[config.mk]
export PLATFORM = sky130hd
export DESIGN_NAME = sensor_poll_scheduler
export DESIGN_NICKNAME = d
export VERILOG_FILES = /design/src/rtl/sensor_poll_scheduler.sv
export SDC_FILE = /design/constraint.sdc
export NUM_CORES = 1
export LEC_CHECK = 0
export CORE_ASPECT_RATIO = 1.25
export CORE_MARGIN = 3
export CORE_UTILIZATION = 40
export CTS_CLUSTER_SIZE = 25
export DETAILED_ROUTE_END_ITERATION = 8
export GPL_TIMING_DRIVEN = 0
export PLACE_DENSITY = 0.65
export SETUP_SLACK_MARGIN = 0.1
export SLEW_MARGIN = 10
export SYNTH_ARGS = -nofsm -noshare
export SYNTH_HDL_FRONTEND = slang
export SYNTH_SLANG_ARGS = --single-unit
export TNS_END_PERCENT = 20
[constraint.sdc]
create_clock -name clk -period 4 [get_ports clk]
set_input_delay 0.4 -clock clk [delete_from_list [all_inputs] [get_ports clk]]
set_output_delay 0.4 -clock clk [all_outputs]
set_load 0.02 [all_outputs]
[src/rtl/sensor_poll_scheduler.sv]
// Sensor poll scheduler: a prescaled base tick drives four per-channel poll timers,
// and pending requests are served one at a time on a shared converter in round-robin order.
module sensor_poll_scheduler #(
    parameter int unsigned PRESCALE = 100000,
    parameter int unsigned TIMEOUT  = 1000
) (
    input  logic        clk,
    input  logic        rst,
    input  logic        en,
    input  logic [31:0] period,
    input  logic        done,
    output logic        start,
    output logic [1:0]  ch,
    output logic        busy,
    output logic        tick,
    output logic [3:0]  pending,
    output logic [3:0]  overrun,
    output logic        timeout_err
);

    typedef enum logic [1:0] {IDLE, START, WAIT} state_t;

    localparam logic [31:0] PRE_LAST  = 32'(PRESCALE - 1);
    localparam logic [31:0] WAIT_LAST = 32'(TIMEOUT - 1);

    state_t      state;
    state_t      state_next;
    logic [31:0] pre_cnt;
    logic [7:0]  chan_cnt [4];
    logic [31:0] wait_cnt;
    logic [1:0]  last_served;
    logic [3:0]  due;
    logic [3:0]  clear;
    logic        finish;
    logic        timed_out;
    logic        pick_valid;
    logic [1:0]  pick;
    logic [1:0]  rr_idx;

    always_ff @(posedge clk) begin
        if (rst || !en) begin
            pre_cnt <= '0;
            tick    <= 1'b0;
        end else begin
            tick    <= (pre_cnt == PRE_LAST);
            pre_cnt <= (pre_cnt == PRE_LAST) ? 32'd0 : pre_cnt + 32'd1;
        end
    end

    always_comb begin
        due = '0;
        for (int k = 0; k < 4; k++) begin
            due[k] = tick && (period[8*k +: 8] != 8'd0) && (chan_cnt[k] <= 8'd1);
        end
    end

    // A counter at 0 after reset makes the channel fire on its first tick.
    always_ff @(posedge clk) begin
        if (rst) begin
            for (int k = 0; k < 4; k++) begin
                chan_cnt[k] <= '0;
            end
        end else begin
            for (int k = 0; k < 4; k++) begin
                if (period[8*k +: 8] == 8'd0) begin
                    chan_cnt[k] <= '0;
                end else if (tick) begin
                    chan_cnt[k] <= (chan_cnt[k] <= 8'd1) ? period[8*k +: 8]
                                                         : chan_cnt[k] - 8'd1;
                end
            end
        end
    end

    always_comb begin
        finish    = (state == WAIT) && (done || (wait_cnt == WAIT_LAST));
        timed_out = (state == WAIT) && !done && (wait_cnt == WAIT_LAST);
        clear     = finish ? (4'b0001 << ch) : 4'b0000;
    end

    // A new request landing on the cycle its predecessor is cleared is not an overrun.
    always_ff @(posedge clk) begin
        if (rst) begin
            pending     <= '0;
            overrun     <= '0;
            timeout_err <= 1'b0;
        end else begin
            pending     <= (pending & ~clear) | due;
            overrun     <= overrun | (due & pending & ~clear);
            timeout_err <= timeout_err | timed_out;
        end
    end

    always_comb begin
        pick_valid = 1'b0;
        pick       = last_served;
        rr_idx     = '0;
        for (int i = 1; i <= 4; i++) begin
            rr_idx = last_served + 2'(i);
            if (!pick_valid && pending[rr_idx]) begin
                pick_valid = 1'b1;
                pick       = rr_idx;
            end
        end
    end

    always_ff @(posedge clk) begin
        if (rst) begin
            state <= IDLE;
        end else begin
            state <= state_next;
        end
    end

    always_comb begin
        state_next = state;
        case (state)
            IDLE:    if (en && pick_valid) state_next = START;
            START:   state_next = WAIT;
            WAIT:    if (finish) state_next = IDLE;
            default: state_next = IDLE;
        endcase
    end

    always_comb begin
        start = (state == START);
        busy  = (state == START) || (state == WAIT);
    end

    // last_served starts at 3 so channel 0 wins the first arbitration.
    always_ff @(posedge clk) begin
        if (rst) begin
            ch          <= 2'd0;
            last_served <= 2'd3;
            wait_cnt    <= '0;
        end else begin
            if (state == IDLE && en && pick_valid) begin
                ch <= pick;
            end
            if (finish) begin
                last_served <= ch;
            end
            wait_cnt <= (state == WAIT) ? wait_cnt + 32'd1 : 32'd0;
        end
    end

endmodule
==> key figures, run 1 <==
Placed design
  • Port bufs: 49
  • Final Wtd Congestion: 0.819
  • Post-DP HPWL: 8970 um
  • Post-place setup slack: 1.65 ns

Clocking
  • H-tree Lvls: 3
  • Root Buffer: clkbuf_16
  • TritonCTS buffer count: 9
  • # hold bufs at CTS: 0
  • CTS tree: built
  • Clk_lat worst skew: 0.34 ns
  • Deepest clock path buffer count: 2
  • Post-CTS Setup Repair Bufs: 0
  • Clock Pin Slew Worst Setup and Hold Paths: 0.07 ns
  • Clk sinks: 112
  • CTS resizes: 0

Die
  • Die area: 15600 sq um
  • Row count: 47
  • # IOs: 50
  • Initial core utilization: 0.418
  • Area of the core: 13500 sq um
  • Die width: 112 um
  • Die Ht: 139 um

Final layout
  • Fill count: 1262
  • Nets: 731
  • P&R area growth vs syn: 18.1%
  • # diodes: 0
  • Fraction of layout cells with a size suffix above 1: 0.0525

Critical path
  • Worst r2r src: wait_cnt[0]
  • Reg2reg setup slack: 1.61 ns
  • Reg2reg end: pending[0]
  • Required time worst endpoint: 4.20 ns
  • Worst Setup EP: pending[0]
  • Setup crit start kind: flop
  • Setup Crit Path Kind: reg -> reg
  • Slowest CP cell: o31ai_1
  • Critical path cell sequence: ha_1 -> nor4bb_1 -> and4_1 -> a41oi_1 -> o31ai_1 -> o22ai_1
  • CP max stage delay: 0.48 ns
  • CP startpoint: wait_cnt[0]
  • Crit path arrival time: 2.59 ns
  • Worst setup EP type: flop
  • Cell count of the worst reg-to-reg path: 6
  • Worst-path maximum fanout: 8

Synth
  • Syn Nets: 671
  • Yosys top cell by area: dfxtp_1
  • Synth top area cells: dfxtp_1 (28%), edfxtp_1 (17%), nor2_1 (8.2%), xor2_1 (6.8%), xnor2_1 (5.1%)
  • Mean Syn Cell Area: 9.10 sq um
  • Yosys top cell area share: 0.283
  • Yosys reg bits: 112
  • Syn. warnings: 0
  • Post-synth top flop: dfxtp_1
  • Synth async-reset ratio: 0
  • Post-synthesis sequential area ratio: 0.453
  • Mapped Cells: 621
  • Post-synth EDFFs: 32
  • Cell Area, Synth: 5650 sq um
  • Netlist cell types: 46

Timing
  • Tightest Pin Transition: 0.859 ns
  • Setup TNS: 0 ns
  • Fmax: 419 MHz
  • Slew headroom: 0.420
  • Fin Clk Skew: 0.00657 ns
  • Setup repair after global routing missed its margin: false
  • Slack of the critical path: 1.61 ns
  • Final setup fails: 0
  • Final hold vios: 0
  • Max Slew Vio Count: 0
  • Post-layout minimum cycle time: 2.39 ns
  • Tcrit/Tclk final: 0.597

Routing
  • Detail Route Antenna Nets: 0
  • Routed len/inst: 14.1 um
  • Initial DRC count: 308
  • Wirelength, routed: 12100 um
  • Vias: 4672
  • First drt pass iteration count: 4
  • DRC viols: 0
  • Vias per cell: 5.45

GRT
  • Largest net degree at the start of global routing: 18
  • Grt total ovfl: 0
  • First-pass GRT wire length: 20400 um
  • Initial antenna violation count: 0
  • Number of global-route vias before repair: 4501
  • Tot GR Track Use: 0.154

Run
  • Max Cap Violations: 0

Run status
  • Status: finished, final reports clean

Pwr
  • Pleak: 2.17 nW
  • Peak VDD IR: 198 uV
  • PD cells: 336 nW/um^2

Worst hold path
  • Hold Crit Class: reg -> reg
==> cells in the mapped netlist (14+ instances only) <==
cell	instances
nor2_1	123
xor2_1	44
inv_1	24
nand3_1	22
nand2_1	43
nand4_1	22
nor4_1	28
dfxtp_1	80
a211oi_1	23
xnor2_1	33
ha_1	14
edfxtp_1	32
==> per-stage QoR <==
| step | hold slack (ns) | instance area, sq um | power, mW | instances | util |
|---|---|---|---|---|---|
| finish | 0.467 | 6680 | 2.25 | 857 | 0.494 |
| global route | 0.493 | 6680 | 2.33 | 857 | 0.494 |
| CTS | 0.467 | 6680 | 2.27 | 857 | 0.494 |
| detailed placement | 0.451 | 6360 | 1.32 | 841 | 0.470 |
| global placement | 0.443 | 6360 | 1.32 | 841 | 0.470 |
| floorplan | 0.426 | 5650 | 1.27 | 621 | - |
==> worst min-delay path by stage <==
stage / to / cells past startpoint / start / slack, ns
final: wait_cnt[0] / 1 / wait_cnt[0] / 0.47
after global routing: overrun[3] / 2 / overrun[3] / 0.49
after CTS: wait_cnt[0] / 1 / wait_cnt[0] / 0.47
after detailed placement: wait_cnt[0] / 1 / wait_cnt[0] / 0.45
after global placement: wait_cnt[0] / 1 / wait_cnt[0] / 0.44
after floorplan: wait_cnt[0] / 1 / wait_cnt[0] / 0.43
==> registers in the layout, summed over array words and instances, names as in the netlist, 2 cells and up <==
name,flops
chan_cnt,32
pre_cnt,32
wait_cnt,32
overrun,4
pending,4
ch,2
last_served,2
state,2
==> report_power, final <==
group          switching (mW)  leakage [nW]  internal (mW)
Clock                   0.391         0.158          0.558
Combinational          0.0501          1.05         0.0536
Sequential             0.0150         0.966           1.18
Total                   0.456          2.17           1.79
==> layout by cell type (no fill, tap or decap), types with 14 or more instances in the layout <==
master           synthesis  final
edfxtp_1                32     32
xor2_1                  44     44
xnor2_1                 33     33
inv_1                   24     24
dfxtp_1                 80     80
nand3_1                 22     22
nand4_1                 22     22
clkdlybuf4s50_1          0     49
nor2_1                 123    123
ha_1                    14     14
nand2_1                 43     43
a211oi_1                23     23
nor4_1                  28     28
==> kinds of logic after synthesis <==
logic type               after synthesis  synth area share
adder cells (fa/ha/maj)               14            0.0310
flip-flops                           112             0.453
XOR/XNOR                              77             0.119
buffers and inverters                 42            0.0319
multiplexers                           2           0.00354
AO/OA/AOI/OAI                         69            0.0941
AND/OR/NAND/NOR                      305             0.267
==> per-layer routing <==
metal,GRT usage,share of wire,routed length [um]
met5,0,0,0
met4,0.0532,0.013,153
met3,0.0327,0.035,423
met2,0.265,0.50,6020
met1,0.190,0.45,5480
==> layout make-up <==
type | instances | area (sq um) | area share
Timing Repair Buffer | 49 | 490 | 0.0734
Buffer | 18 | 90.1 | 0.0135
Multi-Input combinational cell | 467 | 2910 | 0.436
Sequential cell | 112 | 2560 | 0.384
Clock buffer | 14 | 285 | 0.0427
Inverter | 24 | 90.1 | 0.0135
Tap cell | 171 | 214 | 0.0320
Clock inverter | 2 | 35.0 | 0.00525
==> worst max-delay path: cells and delay by family, from the launching register on <==
family / cells / cell delay (ns)
AND/OR/NAND/NOR: 2 / 0.62
flip-flops: 1 / 0.37
adder cells (fa/ha/maj): 1 / 0.25
AO/OA/AOI/OAI: 3 / 1.01
Note: power is estimated with default switching activity, not from simulation.
==> run 2, diff against run 1 <==
- clock period: 4 -> 2.3 ns (I/O delays scaled with it)
==> run 2 against run 1 <==
Net effect:
- cell area increased by 1.6%
- non-clock buffer count increased by 4
- largest power group unchanged
- largest cell class unchanged
- highest routed layer unchanged
- first-iteration DRC count decreased by 13%
- sequential share of layout area decreased by 0.55 points
- clock power increased by 75%
- global-route usage about the same
==> key figures, run 2 (synthesis results as in run 1) <==
Run status
  • Status: finished, final reports clean

GRT
  • First-pass GRT wire length: 20500 um
  • Number of global-route vias before repair: 4518
  • Largest net degree at the start of global routing: 18
  • Initial antenna violation count: 0
  • Tot GR Track Use: 0.154
  • Grt total ovfl: 0

Final layout
  • Most common cell after layout, fill and taps aside: nor2_1
  • Regs by FF count: chan_cnt (32), pre_cnt (32), wait_cnt (32)
  • Fraction of layout cells with a size suffix above 1: 0.0725
  • Core Util, Final: 0.501
  • Final Non-Filler Cells: 861
  • Final instance area: 6780 sq um
  • Most frequent cells in the layout: nor2_1 (122), dfxtp_1 (78), clkdlybuf4s50_1 (49)
  • # diodes: 0
  • Fill count: 1255
  • Nets: 735
  • P&R area growth vs syn: 20.0%

Placed design
  • # placed instances: 841
  • Final Wtd Congestion: 0.819
  • Post-DP Area: 6360 sq um
  • Port bufs: 49
  • Post-DP HPWL: 8970 um

Pwr
  • Peak VDD IR: 343 uV
  • PD cells: 579 nW/um^2
  • Power, Total: 3.92 mW
  • Pleak: 2.20 nW

Critical path
  • Crit path arrival time: 2.27 ns
  • Setup crit start kind: flop
  • Worst-path maximum fanout: 10
  • Required time worst endpoint: 2.37 ns
  • Worst setup EP type: flop
  • Setup Crit Path Kind: reg -> reg

Routing
  • Vias per cell: 5.45
  • Wirelength, routed: 12300 um
  • Routed len/inst: 14.3 um
  • Detail Route Antenna Nets: 0
  • DRC viols: 0
  • Initial DRC count: 268
  • Vias: 4694
  • First drt pass iteration count: 4

Clocking
  • Clock Pin Slew Worst Setup and Hold Paths: 0.07 ns
  • Clk sinks: 112
  • # hold bufs at CTS: 0
  • H-tree Lvls: 3
  • Deepest clock path buffer count: 2
  • Root Buffer: clkbuf_16
  • TritonCTS buffer count: 9
  • CTS tree: built
  • Clk_lat worst skew: 0.34 ns

Timing
  • Post-layout minimum cycle time: 2.19 ns
  • Max Slew Vio Count: 0
  • Tcrit/Tclk final: 0.954
  • Slew headroom: 0.550
  • Setup repair after global routing missed its margin: true
  • Fin Clk Skew: 0.00575 ns
  • Final hold vios: 0
  • Fmax: 456 MHz
  • Setup TNS: 0 ns
  • Final setup fails: 0
  • Tightest Pin Transition: 0.671 ns

Die
  • Area of the core: 13500 sq um
  • Die width: 112 um
  • Row count: 47
  • Initial core utilization: 0.418
  • Die area: 15600 sq um
  • Die Ht: 139 um
  • # IOs: 50

Run
  • Max Cap Violations: 0

Worst hold path
  • Hold Crit Class: reg -> reg
run 2: cell types whose count changed in the layout (fill, tap and decap cells not counted), moves of 2 or more:
cell and delta:
o31ai_1 -2, dfxtp_2 +2, buf_4 +3, dfxtp_1 -2, buf_6 +3, buf_2 -2
o31ai_2 +2
run 2: path summary, 6_finish.rpt:
path	from	endpoint	slack [ns]	depth (start not counted)
setup / recovery	chan_cnt[0][2]	chan_cnt[0][1]	0.11	6
hold / removal	wait_cnt[0]	wait_cnt[0]	0.47	1
setup reg to reg	chan_cnt[0][2]	chan_cnt[0][1]	0.11	6
hold reg to reg	wait_cnt[0]	wait_cnt[0]	0.47	1
run 2: stage by stage:
step / worst slack (ns) / hold slack (ns)
after detailed placement: -0.0526 / 0.451
after floorplan: 0.155 / 0.395
after global placement: -0.0534 / 0.443
after global routing: 0.0234 / 0.493
final: 0.105 / 0.466
after CTS: 0.0423 / 0.467
run 2: power by group:
group | internal (mW) | leakage [nW] | switching, mW | total, mW
logic | 0.101 | 1.08 | 0.0910 | 0.192
registers | 2.05 | 0.967 | 0.0261 | 2.08
clock network | 0.971 | 0.158 | 0.685 | 1.66
run 2: timing repair:
action                     4_1_cts  5_1_grt
pin swaps                        0        1
setup endpoints to repair       38       51
resized for setup                4       16
gates cloned                     0        1
setup buffers                    2        1
run 2: cell type report:
| cell class | count | area, sq um | share of cell area |
|---|---|---|---|
| Buffer | 18 | 109 | 0.0161 |
| Clock buffer | 14 | 285 | 0.0421 |
| Clock inverter | 2 | 35.0 | 0.00517 |
| Inverter | 24 | 90.1 | 0.0133 |
| Multi-Input combinational cell | 467 | 2970 | 0.437 |
| Sequential cell | 112 | 2560 | 0.378 |
| Tap cell | 171 | 214 | 0.0315 |
| Timing Repair Buffer | 53 | 518 | 0.0764 |
run 2: critical path, stage by stage (launching register included):
cell and delay [ns]:
edfxtp_1 0.41, or4_4 0.56, or4_4 0.49, buf_6 0.15
buf_6 0.15, nor2_2 0.11, a211oi_2 0.04
run 2: metal layers:
metal	GRT usage	up-vias	share of wire
met3	0.0327	17	0.032
met2	0.267	78	0.50
met4	0.0532	0	0.016
met1	0.190	2263	0.45
met5	0	-	0
li1	-	2336	-
==> run 3, diff against run 2 <==
- CORE_UTILIZATION: 40 -> 25
- PLACE_DENSITY: 0.65 -> 0.47
==> run 3 against run 2 <==
Net effect:
- via count decreased by 3.5%
- clock-buffer cell count decreased by 3
- register-to-register slack got worse by 0.04 ns
- global-route usage decreased by 4.5 points
- highest routed layer unchanged
==> key figures, run 3 (synthesis results as in run 1) <==
Final layout
  • Most frequent cells in the layout: nor2_1 (123), dfxtp_1 (78), clkdlybuf4s50_1 (49)
  • Area occupied by registers: 2560 sq um
  • Multi-input gate area: 2960 sq um
  • Fraction of layout cells with a size suffix above 1: 0.0794
  • P&R area growth vs syn: 22.0%
  • # diodes: 0
  • Regs by FF count: chan_cnt (32), pre_cnt (32), wait_cnt (32)
  • Nets: 738
  • Final Non-Filler Cells: 972
  • Final instance area: 6900 sq um
  • Fill count: 2266
  • Most common cell after layout, fill and taps aside: nor2_1
  • Core Util, Final: 0.316

GRT
  • First-pass GRT wire length: 22000 um
  • Largest net degree at the start of global routing: 19
  • Number of global-route vias before repair: 4477
  • Tot GR Track Use: 0.109
  • Grt total ovfl: 0
  • Initial antenna violation count: 0

Pwr
  • Peak VDD IR: 287 uV
  • PD cells: 555 nW/um^2
  • Power, Total: 3.83 mW
  • Pleak: 2.19 nW

Routing
  • Vias per cell: 4.66
  • Routed len/inst: 13.5 um
  • Initial DRC count: 244
  • Detail Route Antenna Nets: 0
  • Vias: 4528
  • First drt pass iteration count: 4
  • Wirelength, routed: 13200 um
  • DRC viols: 0

Critical path
  • Crit path arrival time: 2.32 ns
  • Worst setup EP type: flop
  • Worst-path maximum fanout: 10
  • Required time worst endpoint: 2.38 ns
  • Setup Crit Path Kind: reg -> reg
  • Setup crit start kind: flop
  • Critical path cell sequence: or4_4 -> or4_4 -> buf_6 -> buf_6 -> nor2_1 -> a211oi_2
  • Reg2reg setup slack: 0.07 ns
  • CP top delay family: simple AND/OR/NAND/NOR gates
  • WP buf/inv: 2
  • Slowest CP cell: or4_4
  • CP max stage delay: 0.57 ns

Die
  • Die Ht: 174 um
  • Initial core utilization: 0.259
  • Area of the core: 21800 sq um
  • # IOs: 50
  • Die area: 24500 sq um
  • Die width: 140 um
  • Row count: 60

Timing
  • Fin Clk Skew: 0.00927 ns
  • Fmax: 448 MHz
  • Max Slew Vio Count: 0
  • Tightest Pin Transition: 0.688 ns
  • Slew headroom: 0.539
  • Post-layout minimum cycle time: 2.23 ns
  • Final setup fails: 0
  • Final hold vios: 0
  • Tcrit/Tclk final: 0.971
  • Setup TNS: 0 ns
  • Hold_ws: 0.453 ns
  • Slack of the critical path: 0.0666 ns
  • Setup repair after global routing missed its margin: true

Clocking
  • Deepest clock path buffer count: 2
  • Clk_lat worst skew: 0.36 ns
  • TritonCTS buffer count: 9
  • Clock Pin Slew Worst Setup and Hold Paths: 0.08 ns
  • Clk sinks: 112
  • CTS tree: built
  • Root Buffer: clkbuf_16
  • H-tree Lvls: 3

Run
  • Max Cap Violations: 0

Worst hold path
  • Hold Crit Class: reg -> reg

Placed design
  • # placed instances: 949
  • Post-place setup slack: 0.0400 ns
  • Post-DP Area: 6490 sq um
  • Post-DP HPWL: 9610 um
  • Final Wtd Congestion: 0.782
  • Port bufs: 49

Run status
  • Status: finished, final reports clean
==> run 3: cell types whose count changed in the layout (fill, tap and decap cells not counted), sizes merged <==
| cell | before | now |
|---|---|---|
| inv | 24 | 26 |
| clkinvlp | 0 | 1 |
| clkbuf | 23 | 20 |
| bufinv | 1 | 0 |
| buf | 13 | 16 |
| clkinv | 1 | 2 |
==> run 3: final cells by class <==
| type | instances | area share |
|---|---|---|
| Inverter | 24 | 0.0131 |
| Timing Repair Buffer | 56 | 0.0787 |
| Buffer | 18 | 0.0143 |
| Clock buffer | 11 | 0.0368 |
| Tap cell | 279 | 0.0506 |
| Multi-Input combinational cell | 467 | 0.429 |
| Sequential cell | 112 | 0.372 |
| Clock inverter | 5 | 0.00526 |
==> run 3: path summary, 6_finish.rpt <==
path | startpoint | end | depth (start not counted)
worst max-delay path | chan_cnt[0][2] | chan_cnt[0][1] | 6
worst min-delay path | pre_cnt[0] | pre_cnt[0] | 1
worst max register to register | chan_cnt[0][2] | chan_cnt[0][1] | 6
worst min register to register | pre_cnt[0] | pre_cnt[0] | 1
==> run 3: report_power, final <==
group          internal [mW]  switching [mW]  total, mW
clock network          0.808           0.754       1.56
logic                 0.0995          0.0913      0.191
registers               2.05          0.0254       2.07
total                   2.96           0.870       3.83
==> run 3: layer usage <==
| metal | part of all wire | global-route usage | vias to the layer above | wire (um) |
|---|---|---|---|---|
| li1 | - | - | 2347 | - |
| met1 | 0.48 | 0.141 | 2115 | 6290 |
| met2 | 0.47 | 0.178 | 52 | 6120 |
| met3 | 0.040 | 0.0267 | 14 | 526 |
| met4 | 0.017 | 0.0355 | 0 | 219 |
| met5 | 0 | 0 | - | 0 |
==> run 3: repair_timing <==
item | in CTS | in global routing
setup endpoints to repair | 38 | 67
endpoints found under the hold margin | 0 | 0
pin swaps | 0 | 2
hold buffers | 0 | 0
resized for setup | 4 | 12
setup buffers | 1 | 6
